--- src/rtl/jb_mch_regs_pkg.sv ---
// Shared constants, AXI response codes, FSM states and address decode for the
// multi-channel control/status register bank.
package jb_mch_regs_pkg;

  localparam logic [31:0] VERSION     = 32'h0001_0000;

  localparam logic [1:0]  RESP_OKAY   = 2'b00;
  localparam logic [1:0]  RESP_SLVERR = 2'b10;

  // Global register word selects (offset[3:2] below 0x010)
  localparam logic [1:0]  G_VERSION   = 2'd0;
  localparam logic [1:0]  G_SCRATCH   = 2'd1;
  localparam logic [1:0]  G_COMMIT    = 2'd2;
  localparam logic [1:0]  G_IRQ_STAT  = 2'd3;

  // Per-channel register word selects (offset[3:2] within a channel block)
  localparam logic [1:0]  C_SHADOW    = 2'd0;
  localparam logic [1:0]  C_STAT      = 2'd1;
  localparam logic [1:0]  C_EVT       = 2'd2;
  localparam logic [1:0]  C_MASK      = 2'd3;

  localparam logic [31:0] GLOBAL_SPAN = 32'h0000_0010;
  localparam logic [31:0] CHAN_BASE   = 32'h0000_0100;
  localparam logic [31:0] CHAN_STRIDE = 32'h0000_0010;

  typedef enum logic [1:0] {
    IDLE    = 2'd0,
    WR_RESP = 2'd1,
    RD_RESP = 2'd2
  } axi_state_t;

  typedef struct packed {
    logic       valid;
    logic       is_chan;
    logic [4:0] ch;
    logic [1:0] sel;
  } dec_t;

  function automatic dec_t decode_addr(input logic [31:0] addr, input int unsigned num_ch);
    dec_t        d;
    logic [31:0] rel;
    d     = '0;
    rel   = addr - CHAN_BASE;
    d.sel = addr[3:2];
    if (addr < GLOBAL_SPAN) begin
      d.valid = 1'b1;
    end else if ((addr >= CHAN_BASE) && (addr < (CHAN_BASE + num_ch * CHAN_STRIDE))) begin
      d.valid   = 1'b1;
      d.is_chan = 1'b1;
      d.ch      = rel[8:4];
    end
    return d;
  endfunction

  function automatic logic [31:0] strb_mask(input logic [3:0] strb);
    logic [31:0] m;
    m = '0;
    for (int unsigned b = 0; b < 4; b++) begin
      m[b*8 +: 8] = {8{strb[b]}};
    end
    return m;
  endfunction

endpackage

--- src/rtl/jb_axi4_lite_if.sv ---
// AXI4-lite signal bundle with slave and master views.
interface jb_axi4_lite_if #(
  parameter int unsigned ADDR_W = 13,
  parameter int unsigned DATA_W = 32
);
  logic [ADDR_W-1:0]   awaddr;
  logic                awvalid;
  logic                awready;
  logic [DATA_W-1:0]   wdata;
  logic [DATA_W/8-1:0] wstrb;
  logic                wvalid;
  logic                wready;
  logic [1:0]          bresp;
  logic                bvalid;
  logic                bready;
  logic [ADDR_W-1:0]   araddr;
  logic                arvalid;
  logic                arready;
  logic [DATA_W-1:0]   rdata;
  logic [1:0]          rresp;
  logic                rvalid;
  logic                rready;

  modport slave (
    input  awaddr, awvalid, wdata, wstrb, wvalid, bready, araddr, arvalid, rready,
    output awready, wready, bresp, bvalid, arready, rdata, rresp, rvalid
  );

  modport master (
    output awaddr, awvalid, wdata, wstrb, wvalid, bready, araddr, arvalid, rready,
    input  awready, wready, bresp, bvalid, arready, rdata, rresp, rvalid
  );
endinterface

--- src/rtl/jb_mch_chan_regs.sv ---
// One channel: shadowed control, committed control, sticky W1C events with
// mask, read mux and the channel's interrupt contribution.
module jb_mch_chan_regs import jb_mch_regs_pkg::*; #(
  parameter int unsigned       CTRL_W   = 16,
  parameter int unsigned       STAT_W   = 16,
  parameter int unsigned       EVT_W    = 8,
  parameter logic [CTRL_W-1:0] CTRL_RST = '0
) (
  input  logic              clk,
  input  logic              rst_n,
  input  logic              wr_en,
  input  logic [1:0]        wr_sel,
  input  logic [31:0]       wr_data,
  input  logic [3:0]        wr_strb,
  input  logic              commit,
  input  logic [STAT_W-1:0] stat,
  input  logic [EVT_W-1:0]  evt,
  input  logic [1:0]        rd_sel,
  output logic [31:0]       rd_data,
  output logic [CTRL_W-1:0] ctrl,
  output logic              irq
);

  logic [31:0]       bmask;
  logic [31:0]       unused_wr;
  logic [CTRL_W-1:0] shadow;
  logic [EVT_W-1:0]  evt_q;
  logic [EVT_W-1:0]  mask_q;
  logic [EVT_W-1:0]  clr;

  assign bmask     = strb_mask(wr_strb);
  assign unused_wr = wr_data & bmask;

  always_comb begin
    clr = '0;
    if (wr_en && (wr_sel == C_EVT)) begin
      clr = wr_data[EVT_W-1:0] & bmask[EVT_W-1:0];
    end
  end

  always_ff @(posedge clk or negedge rst_n) begin
    if (!rst_n) begin
      shadow <= CTRL_RST;
      ctrl   <= CTRL_RST;
      evt_q  <= '0;
      mask_q <= '0;
    end else begin
      if (wr_en && (wr_sel == C_SHADOW)) begin
        shadow <= (shadow & ~bmask[CTRL_W-1:0]) | (wr_data[CTRL_W-1:0] & bmask[CTRL_W-1:0]);
      end
      if (wr_en && (wr_sel == C_MASK)) begin
        mask_q <= (mask_q & ~bmask[EVT_W-1:0]) | (wr_data[EVT_W-1:0] & bmask[EVT_W-1:0]);
      end
      if (commit) begin
        ctrl <= shadow;
      end
      // New pulses are ORed in after the clear so a coincident set wins
      evt_q <= (evt_q & ~clr) | evt;
    end
  end

  always_comb begin
    rd_data = '0;
    case (rd_sel)
      C_SHADOW: rd_data = 32'(shadow);
      C_STAT:   rd_data = 32'(stat);
      C_EVT:    rd_data = 32'(evt_q);
      default:  rd_data = 32'(mask_q);
    endcase
  end

  assign irq = |(evt_q & mask_q);

endmodule

--- src/rtl/jb_mch_ctrl_regs.sv ---
// Multi-channel control/status register bank with AXI4-lite slave: single
// outstanding transaction FSM, global registers, read mux and interrupt OR.
module jb_mch_ctrl_regs import jb_mch_regs_pkg::*; #(
  parameter int unsigned       AXI_ADDR_WIDTH = 13,
  parameter int unsigned       AXI_DATA_WIDTH = 32,
  parameter int unsigned       NUM_CH         = 4,
  parameter int unsigned       CTRL_W         = 16,
  parameter int unsigned       STAT_W         = 16,
  parameter int unsigned       EVT_W          = 8,
  parameter logic [CTRL_W-1:0] CTRL_RST       = '0
) (
  input  logic                     clk,
  input  logic                     rst_n,
  jb_axi4_lite_if.slave            IFP_axi4_lite,
  output logic [NUM_CH*CTRL_W-1:0] ctrl_o,
  input  logic [NUM_CH*STAT_W-1:0] stat_i,
  input  logic [NUM_CH*EVT_W-1:0]  evt_i,
  output logic                     commit_o,
  output logic                     irq_o
);

  logic [AXI_ADDR_WIDTH-1:0]   awaddr;
  logic [AXI_ADDR_WIDTH-1:0]   araddr;
  logic [AXI_DATA_WIDTH-1:0]   wdata;
  logic [AXI_DATA_WIDTH/8-1:0] wstrb;
  logic                        awvalid;
  logic                        wvalid;
  logic                        arvalid;
  logic                        bready;
  logic                        rready;

  axi_state_t  state;
  axi_state_t  state_nx;
  logic        awready;
  logic        wready;
  logic        arready;
  logic        bvalid;
  logic        rvalid;
  logic [1:0]  bresp;
  logic [1:0]  rresp;
  logic [31:0] rdata;

  dec_t        wdec;
  dec_t        rdec;
  logic        wr_fire;
  logic        rd_fire;
  logic        commit_hit;
  logic [31:0] wmask;
  logic [31:0] scratch;
  logic [31:0] rd_mux;

  logic [NUM_CH-1:0] chan_we;
  logic [NUM_CH-1:0] irq_bits;
  logic [31:0]       ch_rd [NUM_CH];

  assign awaddr  = IFP_axi4_lite.awaddr;
  assign araddr  = IFP_axi4_lite.araddr;
  assign wdata   = IFP_axi4_lite.wdata;
  assign wstrb   = IFP_axi4_lite.wstrb;
  assign awvalid = IFP_axi4_lite.awvalid;
  assign wvalid  = IFP_axi4_lite.wvalid;
  assign arvalid = IFP_axi4_lite.arvalid;
  assign bready  = IFP_axi4_lite.bready;
  assign rready  = IFP_axi4_lite.rready;

  assign IFP_axi4_lite.awready = awready;
  assign IFP_axi4_lite.wready  = wready;
  assign IFP_axi4_lite.arready = arready;
  assign IFP_axi4_lite.bvalid  = bvalid;
  assign IFP_axi4_lite.bresp   = bresp;
  assign IFP_axi4_lite.rvalid  = rvalid;
  assign IFP_axi4_lite.rresp   = rresp;
  assign IFP_axi4_lite.rdata   = rdata;

  always_ff @(posedge clk or negedge rst_n) begin
    if (!rst_n) state <= IDLE;
    else        state <= state_nx;
  end

  // A write with either half pending blocks the read so AW/W always win
  always_comb begin
    state_nx = state;
    awready  = 1'b0;
    wready   = 1'b0;
    arready  = 1'b0;
    case (state)
      IDLE: begin
        if (awvalid && wvalid) begin
          awready  = 1'b1;
          wready   = 1'b1;
          state_nx = WR_RESP;
        end else if (arvalid && !awvalid && !wvalid) begin
          arready  = 1'b1;
          state_nx = RD_RESP;
        end
      end
      WR_RESP: if (bready) state_nx = IDLE;
      RD_RESP: if (rready) state_nx = IDLE;
      default: state_nx = IDLE;
    endcase
  end

  assign bvalid  = (state == WR_RESP);
  assign rvalid  = (state == RD_RESP);
  assign wr_fire = awready;
  assign rd_fire = arready;

  assign wdec  = decode_addr(32'(awaddr), NUM_CH);
  assign rdec  = decode_addr(32'(araddr), NUM_CH);
  assign wmask = strb_mask(wstrb);

  assign commit_hit = wr_fire && wdec.valid && !wdec.is_chan &&
                      (wdec.sel == G_COMMIT) && wstrb[0] && wdata[0];

  always_comb begin
    rd_mux = '0;
    if (!rdec.is_chan) begin
      case (rdec.sel)
        G_VERSION:  rd_mux = VERSION;
        G_SCRATCH:  rd_mux = scratch;
        G_IRQ_STAT: rd_mux = 32'(irq_bits);
        default:    rd_mux = '0;
      endcase
    end else begin
      for (int unsigned c = 0; c < NUM_CH; c++) begin
        if (rdec.ch == 5'(c)) rd_mux = ch_rd[c];
      end
    end
  end

  always_ff @(posedge clk or negedge rst_n) begin
    if (!rst_n) begin
      scratch  <= '0;
      bresp    <= RESP_OKAY;
      rresp    <= RESP_OKAY;
      rdata    <= '0;
      commit_o <= 1'b0;
      irq_o    <= 1'b0;
    end else begin
      commit_o <= commit_hit;
      irq_o    <= |irq_bits;
      if (wr_fire) begin
        bresp <= wdec.valid ? RESP_OKAY : RESP_SLVERR;
        if (wdec.valid && !wdec.is_chan && (wdec.sel == G_SCRATCH)) begin
          scratch <= (scratch & ~wmask) | (wdata & wmask);
        end
      end
      if (rd_fire) begin
        rresp <= rdec.valid ? RESP_OKAY : RESP_SLVERR;
        rdata <= rdec.valid ? rd_mux : '0;
      end
    end
  end

  for (genvar c = 0; c < NUM_CH; c++) begin : g_ch
    assign chan_we[c] = wr_fire && wdec.valid && wdec.is_chan && (wdec.ch == 5'(c));

    jb_mch_chan_regs #(
      .CTRL_W   (CTRL_W),
      .STAT_W   (STAT_W),
      .EVT_W    (EVT_W),
      .CTRL_RST (CTRL_RST)
    ) u_chan (
      .clk     (clk),
      .rst_n   (rst_n),
      .wr_en   (chan_we[c]),
      .wr_sel  (wdec.sel),
      .wr_data (wdata),
      .wr_strb (wstrb),
      .commit  (commit_hit),
      .stat    (stat_i[c*STAT_W +: STAT_W]),
      .evt     (evt_i[c*EVT_W +: EVT_W]),
      .rd_sel  (rdec.sel),
      .rd_data (ch_rd[c]),
      .ctrl    (ctrl_o[c*CTRL_W +: CTRL_W]),
      .irq     (irq_bits[c])
    );
  end

endmodule
--- src/flat_wrapper.sv ---
// flat-port wrapper written by rule: the top's interface ports become plain ports
module jb_mch_ctrl_regs_flat import jb_mch_regs_pkg::*;
#(
  parameter int unsigned       AXI_ADDR_WIDTH = 13,
  parameter int unsigned       AXI_DATA_WIDTH = 32,
  parameter int unsigned       NUM_CH         = 4,
  parameter int unsigned       CTRL_W         = 16,
  parameter int unsigned       STAT_W         = 16,
  parameter int unsigned       EVT_W          = 8,
  parameter logic [CTRL_W-1:0] CTRL_RST       = '0
)
  (clk, rst_n, ctrl_o, stat_i, evt_i, commit_o, irq_o, IFP_axi4_lite_awaddr, IFP_axi4_lite_awvalid, IFP_axi4_lite_wdata, IFP_axi4_lite_wstrb, IFP_axi4_lite_wvalid, IFP_axi4_lite_bready, IFP_axi4_lite_araddr, IFP_axi4_lite_arvalid, IFP_axi4_lite_rready, IFP_axi4_lite_awready, IFP_axi4_lite_wready, IFP_axi4_lite_bresp, IFP_axi4_lite_bvalid, IFP_axi4_lite_arready, IFP_axi4_lite_rdata, IFP_axi4_lite_rresp, IFP_axi4_lite_rvalid);
  jb_axi4_lite_if IFP_axi4_lite_i ();
  input  logic clk;
  input  logic rst_n;
  output logic [NUM_CH*CTRL_W-1:0] ctrl_o;
  input  logic [NUM_CH*STAT_W-1:0] stat_i;
  input  logic [NUM_CH*EVT_W-1:0] evt_i;
  output logic commit_o;
  output logic irq_o;
  input wire logic [$bits(IFP_axi4_lite_i.awaddr)-1:0] IFP_axi4_lite_awaddr;
  input wire logic [$bits(IFP_axi4_lite_i.awvalid)-1:0] IFP_axi4_lite_awvalid;
  input wire logic [$bits(IFP_axi4_lite_i.wdata)-1:0] IFP_axi4_lite_wdata;
  input wire logic [$bits(IFP_axi4_lite_i.wstrb)-1:0] IFP_axi4_lite_wstrb;
  input wire logic [$bits(IFP_axi4_lite_i.wvalid)-1:0] IFP_axi4_lite_wvalid;
  input wire logic [$bits(IFP_axi4_lite_i.bready)-1:0] IFP_axi4_lite_bready;
  input wire logic [$bits(IFP_axi4_lite_i.araddr)-1:0] IFP_axi4_lite_araddr;
  input wire logic [$bits(IFP_axi4_lite_i.arvalid)-1:0] IFP_axi4_lite_arvalid;
  input wire logic [$bits(IFP_axi4_lite_i.rready)-1:0] IFP_axi4_lite_rready;
  output wire logic [$bits(IFP_axi4_lite_i.awready)-1:0] IFP_axi4_lite_awready;
  output wire logic [$bits(IFP_axi4_lite_i.wready)-1:0] IFP_axi4_lite_wready;
  output wire logic [$bits(IFP_axi4_lite_i.bresp)-1:0] IFP_axi4_lite_bresp;
  output wire logic [$bits(IFP_axi4_lite_i.bvalid)-1:0] IFP_axi4_lite_bvalid;
  output wire logic [$bits(IFP_axi4_lite_i.arready)-1:0] IFP_axi4_lite_arready;
  output wire logic [$bits(IFP_axi4_lite_i.rdata)-1:0] IFP_axi4_lite_rdata;
  output wire logic [$bits(IFP_axi4_lite_i.rresp)-1:0] IFP_axi4_lite_rresp;
  output wire logic [$bits(IFP_axi4_lite_i.rvalid)-1:0] IFP_axi4_lite_rvalid;
  assign IFP_axi4_lite_i.awaddr = IFP_axi4_lite_awaddr;
  assign IFP_axi4_lite_i.awvalid = IFP_axi4_lite_awvalid;
  assign IFP_axi4_lite_i.wdata = IFP_axi4_lite_wdata;
  assign IFP_axi4_lite_i.wstrb = IFP_axi4_lite_wstrb;
  assign IFP_axi4_lite_i.wvalid = IFP_axi4_lite_wvalid;
  assign IFP_axi4_lite_i.bready = IFP_axi4_lite_bready;
  assign IFP_axi4_lite_i.araddr = IFP_axi4_lite_araddr;
  assign IFP_axi4_lite_i.arvalid = IFP_axi4_lite_arvalid;
  assign IFP_axi4_lite_i.rready = IFP_axi4_lite_rready;
  assign IFP_axi4_lite_awready = IFP_axi4_lite_i.awready;
  assign IFP_axi4_lite_wready = IFP_axi4_lite_i.wready;
  assign IFP_axi4_lite_bresp = IFP_axi4_lite_i.bresp;
  assign IFP_axi4_lite_bvalid = IFP_axi4_lite_i.bvalid;
  assign IFP_axi4_lite_arready = IFP_axi4_lite_i.arready;
  assign IFP_axi4_lite_rdata = IFP_axi4_lite_i.rdata;
  assign IFP_axi4_lite_rresp = IFP_axi4_lite_i.rresp;
  assign IFP_axi4_lite_rvalid = IFP_axi4_lite_i.rvalid;
  jb_mch_ctrl_regs #(.AXI_ADDR_WIDTH(AXI_ADDR_WIDTH), .AXI_DATA_WIDTH(AXI_DATA_WIDTH), .NUM_CH(NUM_CH), .CTRL_W(CTRL_W), .STAT_W(STAT_W), .EVT_W(EVT_W), .CTRL_RST(CTRL_RST)) u_core (.clk(clk), .rst_n(rst_n), .IFP_axi4_lite(IFP_axi4_lite_i), .ctrl_o(ctrl_o), .stat_i(stat_i), .evt_i(evt_i), .commit_o(commit_o), .irq_o(irq_o));
endmodule
--- config.mk ---
export PLATFORM = sky130hd
export DESIGN_NAME = jb_mch_ctrl_regs_flat
export DESIGN_NICKNAME = d
export VERILOG_FILES = /design/src/rtl/jb_mch_regs_pkg.sv /design/src/rtl/jb_axi4_lite_if.sv /design/src/rtl/jb_mch_chan_regs.sv /design/src/rtl/jb_mch_ctrl_regs.sv /design/src/flat_wrapper.sv
export SDC_FILE = /design/constraint.sdc
export NUM_CORES = 1
export LEC_CHECK = 0
export BUFFER_PORTS_ARGS = -buffer_cell sky130_fd_sc_hd__buf_2
export CAP_MARGIN = 15
export CORE_MARGIN = 4
export CORE_UTILIZATION = 58
export DETAILED_ROUTE_END_ITERATION = 8
export HOLD_SLACK_MARGIN = 0.12
export PLACE_DENSITY_LB_ADDON = 0.3
export SLEW_MARGIN = 30
export SYNTH_ARGS = -nofsm -noshare
export SYNTH_HDL_FRONTEND = slang
export SYNTH_HIERARCHICAL = 1
export SYNTH_SLANG_ARGS = --single-unit
--- constraint.sdc ---
create_clock -name clk -period 4.2 [get_ports clk]
set_input_delay 0.84 -clock clk [delete_from_list [all_inputs] [get_ports clk]]
set_output_delay 0.84 -clock clk [all_outputs]
set_load 0.02 [all_outputs]
==> results.toml, run 1 <==
[outcome]
outcome = "completed"

[floorplanning]
die_y_um = 164
dieWidth_um = 164
ioPinCount = 272
die_area_um2 = 26900
design.core.area_um2 = 23700
start_util_pct = 59.6
row_count = 56

[sta]
finalCritPeriodShare_pct = 70.7
drv_slew = 0
tightest_slew_ps = 784
final-setup-viol-count = 0
period_needed_ps = 2970
rsz0062_at_grt = "false"
skew_ps = 14.6
slew_headroom_pct = 47.5
fmax_mhz = 337
tns_ps = 0
hold_violations = 0

[finish]
fin_util_pct = 68.6
fin_area_um2 = 16200
fin_cells = 1706
drive_gt1_share_pct = 39.5
nFillCells = 1749
final_cell_mix = "buf_2, dfrtp_1, mux2_2"
nets = 1530
mostFrequentLayoutCell = "buf_2"
areaGrowthSynthToFinish_pct = 15.0

[clock_tree]
numCtsBuffers = 27
cts_tree = "built"
hold_buffers = 0
htree_num_levels = 1
clock-sinks = 262
cts_setup_buffers = 0
ctsLongestPathBuffers = 3
ctsResizeCount = 0
clock_latency_ps = 540
clock_tree.root_cell = "clkbuf_16"
cts.reportedPaths.clkPinSlew_ps = 60

[route]
wl_um = 39100
antenna_left = 0
vias = 10244
vias_per_cell = 6.00
drt_iter0_markers = 888
drc = 0
routedWlPerCell_um = 22.9
firstDrtPassIters = 5

[synth]
synth-edff-count = 0
postSynth.asyncResetShare_pct = 100
yosysWarnings = 6
synth_cell_type_count = 51
synthCells = 1134
postSynthAreaPerCell_um2 = 12.5
synthAdderAreaFrac_pct = 0
synthFlopType = "dfrtp_1"
synth_mux_area_share_pct = 27.9
synth_compound_area_share_pct = 8.87
synth_seq_cells = 262
ys_seq_area_share_pct = 46.4
synth_top_family_by_area = "multiplexers"
synthSimpleGateAreaFrac_pct = 8.73
synth-xor-area-share_pct = 0
synthesis.area_um2 = 14100

[global_routing]
antenna_found_initial = 10
grt.overflow.total = 0
grtUsageTotal_pct = 28.5
grt_pass1_wl_um = 59200
grt_start_max_net_pins = 99
grt_pass1_vias = 10326

[pwr]
vdd_drop_max_v = 0.000460
leakage_nw = 8.53
p_switching_mw = 1.33
power_density_nw_per_um2 = 340
pwr-share-clk_pct = 44.9
switching_share_pct = 24.0
seq_power_share_pct = 46.2
p_int_mw = 4.19
p_comb_share_pct = 9.0

[placed_design]
post_dp_cell_area_um2 = 15300
place_congestion = 0.874
post-dp-hpwl_um = 26600
place_inst = 1655
port_buffers = 265

[worst_setup_path]
crit_chain = "nor4bb_2, nand4_1, nor3_1, and4bb_1, mux2_4"
max_stage_delay_ps = 780
required_ps = 4610
worstSetupPathType = "flip-flop to flip-flop"
crit_slowest_cell = "and4bb_1"
crit_path_end_kind = "flip-flop"
cp.arrival_ps = 3380
worstSetupStartpointType = "flip-flop"
worst-path-buf-inv = 0
crit_family = "simple AND/OR/NAND/NOR gates"
path_max_fanout = 8

[worst_hold_path]
hp-class = "primary input to asynchronous set/reset pin"

[run]
drv_cap = 0
## routing by layer
metal | GRT usage, % | part of all wire, %
met1 | 39.2 | 41
met2 | 45.8 | 48
met3 | 5.75 | 7.3
met4 | 9.68 | 3.4
met5 | 0 | 0.21
## final timing paths
| check | depth (start not counted) | slack (ps) | start | to |
|---|---|---|---|---|
| min in group clk | 1 | 480 | flip-flop | flip-flop |
| worst max-delay path | 5 | 1230 | u_core/state[1] | flip-flop |
| worst min-delay path | 1 | 290 | rst_n | u_core/state[0] |
| worst min register to register | 1 | 480 | flip-flop | flip-flop |
| max in group asynchronous | 2 | 2930 | rst_n | u_core/g_ch[3].u_chan/ctrl[14] |
| worst max register to register | 5 | 1230 | u_core/state[1] | flip-flop |
## power groups by stage
stage,logic (mW),registers (mW),clock network (mW)
2_1_floorplan,0.274,2.60,0
3_3_place_gp,0.481,2.59,0
3_5_place_dp,0.487,2.59,0
4_1_cts,0.491,2.55,2.51
5_1_grt,0.536,2.55,2.62
6_report,0.494,2.55,2.47
## cells in the mapped netlist (12+ instances only)
master	number	area, µm²
mux4_1	28	736
and3_1	30	188
buf_2	29	145
nand2_1	41	154
a22oi_1	16	120
a211oi_1	30	225
nand3_1	31	155
mux2i_1	66	661
buf_4	68	510
clkbuf_1	30	113
buf_6	12	135
a31oi_1	32	200
dfrtp_1	262	6560
nor2_1	70	263
mux2_4	64	961
mux2_2	126	1420
a21o_1	27	203
inv_1	37	139
o21ai_0	22	110
a32oi_1	30	263
## area by class of cell
| cell class | instances | area, µm² | area share [%] |
|---|---|---|---|
| multi-input combinational | 751 | 6690 | 41.2 |
| sequential | 262 | 6560 | 40.4 |
| timing repair buffer | 286 | 1530 | 9.45 |
| clock buffer | 37 | 773 | 4.76 |
| tap | 319 | 399 | 2.46 |
| inverter | 37 | 139 | 0.855 |
| clock inverter | 10 | 138 | 0.848 |
| antenna | 4 | 10.0 | 0.0616 |
## metrics by stage
step / total power, mW / setup WS (ps) / hold slack, ps
CTS: 5.55 / 1210 / 315
global placement: 3.07 / 770 / 444
detailed placement: 3.08 / 707 / 467
finish: 5.51 / 1230 / 289
global route: 5.70 / 1070 / 318
floorplan: 2.88 / 1610 / 448
## kinds of logic after synthesis
logic type	Yosys count
other	5
buffers and inverters	182
muxes	292
and+or+nand+nor	216
AOI/OAI and AO/OA	177
DFF	262
Power figures use the tool's default switching activity.
==> run 2, diff against run 1 <==
--- a/config.mk
+++ b/config.mk
@@ -5,10 +5,11 @@
 export SDC_FILE = /design/constraint.sdc
 export NUM_CORES = 1
 export LEC_CHECK = 0
+export ABC_AREA = 1
 export BUFFER_PORTS_ARGS = -buffer_cell sky130_fd_sc_hd__buf_2
 export CAP_MARGIN = 15
 export CORE_MARGIN = 4
-export CORE_UTILIZATION = 58
+export CORE_UTILIZATION = 52
 export DETAILED_ROUTE_END_ITERATION = 8
 export HOLD_SLACK_MARGIN = 0.12
 export PLACE_DENSITY_LB_ADDON = 0.3
==> constraint.sdc (replaced) <==
create_clock -name clk -period 2.4 [get_ports clk]
set_input_delay 0.48 -clock clk [delete_from_list [all_inputs] [get_ports clk]]
set_output_delay 0.48 -clock clk [all_outputs]
set_load 0.02 [all_outputs]
==> run 2 against run 1 <==
Compared with the run above: the run now ends with setup timing left; sequential share of layout area shrank 5.1 points; wire length grew 28%; synthesized area up 12%; critical path depth unchanged; design area is 14% higher; die area up 24%; via count rose by 48%.
==> results.toml, run 2 <==
[worst_setup_path]
crit_path_end_kind = "output port"
worstSetupPathType = "flip-flop to output port"
worstSetupStartpointType = "flip-flop"
cp.arrival_ps = 1930
required_ps = 1920
path_max_fanout = 4

[sta]
layout_setup_ws_ps = -13.1
finalCritPeriodShare_pct = 101
period_needed_ps = 2410
tightest_slew_ps = 618
tns_ps = -26.2
fmax_mhz = 414
drv_slew = 0
final-setup-viol-count = 2
skew_ps = 25.5
hold_violations = 0
slew_headroom_pct = 58.8

[finish]
fin_util_pct = 62.4
areaGrowthSynthToFinish_pct = 17.6
drive_gt1_share_pct = 20.3
fin_cells = 2851
final_cell_mix = "nand2_1, inv_1, buf_2"
fin_area_um2 = 18600
nets = 2603
mostFrequentLayoutCell = "nand2_1"

[pwr]
seq_power_share_pct = 44.2
p_comb_share_pct = 10.7
leakage_nw = 9.71
power_density_nw_per_um2 = 542
p_int_mw = 7.41
p_switching_mw = 2.66
switching_share_pct = 26.4
vdd_drop_max_v = 0.000648
pwr-share-clk_pct = 45.2

[clock_tree]
clock_latency_ps = 580
numCtsBuffers = 29
clock-sinks = 262
ctsLongestPathBuffers = 3
clock_tree.root_cell = "clkbuf_16"
htree_num_levels = 1
cts.reportedPaths.clkPinSlew_ps = 60
cts_tree = "built"

[route]
antenna_left = 0
drc = 0
routedWlPerCell_um = 17.5
wl_um = 50000
drt_iter0_markers = 1470
vias_per_cell = 5.33
vias = 15195
firstDrtPassIters = 6

[floorplanning]
row_count = 63
design.core.area_um2 = 29800
dieWidth_um = 182
start_util_pct = 53.0
die_area_um2 = 33200
ioPinCount = 272
die_y_um = 182

[synth]
synthFlopType = "dfrtp_1"
ys_top_cells_by_count = "nand2_1, inv_1, dfrtp_1"
synthCells = 2177
synth-edff-count = 0
postSynth.asyncResetShare_pct = 100
ys_seq_area_share_pct = 41.5
synth_cell_type_count = 35
synth_most_common_cell = "nand2_1"
synth_seq_cells = 262
postSynthAreaPerCell_um2 = 7.26
synth_area_leaders = "dfrtp_1, nand2_1, nand4_1"
yosysWarnings = 6
synthesis.area_um2 = 15800
synth_area_leader_cell = "dfrtp_1"
yosys.area.top_type_share_pct = 41.5

[global_routing]
grt.overflow.total = 0
antenna_found_initial = 1
grtUsageTotal_pct = 29.6
grt_pass1_vias = 14615
grt_start_max_net_pins = 73
grt_pass1_wl_um = 78800

[outcome]
outcome = "finished, violations left"
violations = "setup timing"

[placed_design]
port_buffers = 265
post-dp-hpwl_um = 35800
place_ws_ps = -79.6
place_inst = 2760
place_congestion = 0.963
post_dp_cell_area_um2 = 17200

[worst_hold_path]
hp-class = "primary input to flip-flop"

[run]
drv_cap = 0
-- run 2: what timing repair did --
action                     in CTS  in global routing
hold endpoints to repair       93                  0
setup endpoints to repair       0                 42
buffers inserted                0                  9
resized for setup               0                  2
hold buffers                   28                  0
-- run 2: path summary, 6_finish.rpt --
check                                                from                             end  slack [ps]  depth (start not counted)
max                                       u_core/state[1]           IFP_axi4_lite_awready         -10                          5
min                                             evt_i[12]  u_core/g_ch[1].u_chan/evt_q[4]         140                          3
max reg2reg                               u_core/state[1]                       flip-flop          80                         10
min reg2reg                u_core/IFP_axi4_lite.rdata[24]  u_core/IFP_axi4_lite.rdata[24]         470                          2
max in group asynchronous                           rst_n  u_core/g_ch[2].u_chan/evt_q[1]        1220                          3
min in group asynchronous                           rst_n   u_core/g_ch[0].u_chan/ctrl[0]         470                          2
-- run 2: logic make-up (layout without fill, tap and decap cells) --
group,Yosys count,in the layout,share of synthesized area [%]
buffers and inverters,501,723,15.4
other,5,67,0.119
and+or+nand+nor,1209,1209,34.9
AOI/OAI and AO/OA,200,200,8.06
DFF,262,262,41.5
-- run 2: final cells by class --
cell class / instances / area [µm²]
clock inverter: 15 / 146
tap: 390 / 488
timing repair buffer: 361 / 2330
sequential: 262 / 6560
inverter: 309 / 1160
fill: 2741 / 11200
antenna: 1 / 2.50
multi-input combinational: 1475 / 7070
clock buffer: 38 / 830
-- run 2: power by group through the flow --
stage,sequential [mW],combinational [mW],clock (mW)
floorplan,4.54,0.576,0
global placement,4.53,1.01,0
detailed placement,4.53,1.02,0
CTS,4.45,1.06,4.61
global route,4.45,1.18,4.82
finish,4.45,1.07,4.55
-- run 2: worst max-delay path, cell delays in order, from the launching register on --
cell     delay, ps
dfrtp_1        420
nor2_2         140
nand3_1        230
buf_4          250
inv_1          140
buf_2          190
-- run 2: routing by layer --
metal	share of wire (%)	routed length, µm	GRT usage [%]	vias up
met5	0	0	0	-
met4	4.7	2340	11.4	0
met3	7.2	3620	5.00	147
met2	47	23600	48.6	643
met1	41	20500	39.3	7091
li1	-	-	-	7314
-- run 2: metrics by stage --
| stage | hold WS, ps | total power, mW |
|---|---|---|
| after floorplan | 184 | 5.12 |
| after global placement | 457 | 5.54 |
| after detailed placement | 462 | 5.55 |
| after CTS | 122 | 10.1 |
| after global routing | 134 | 10.4 |
| final | 136 | 10.1 |
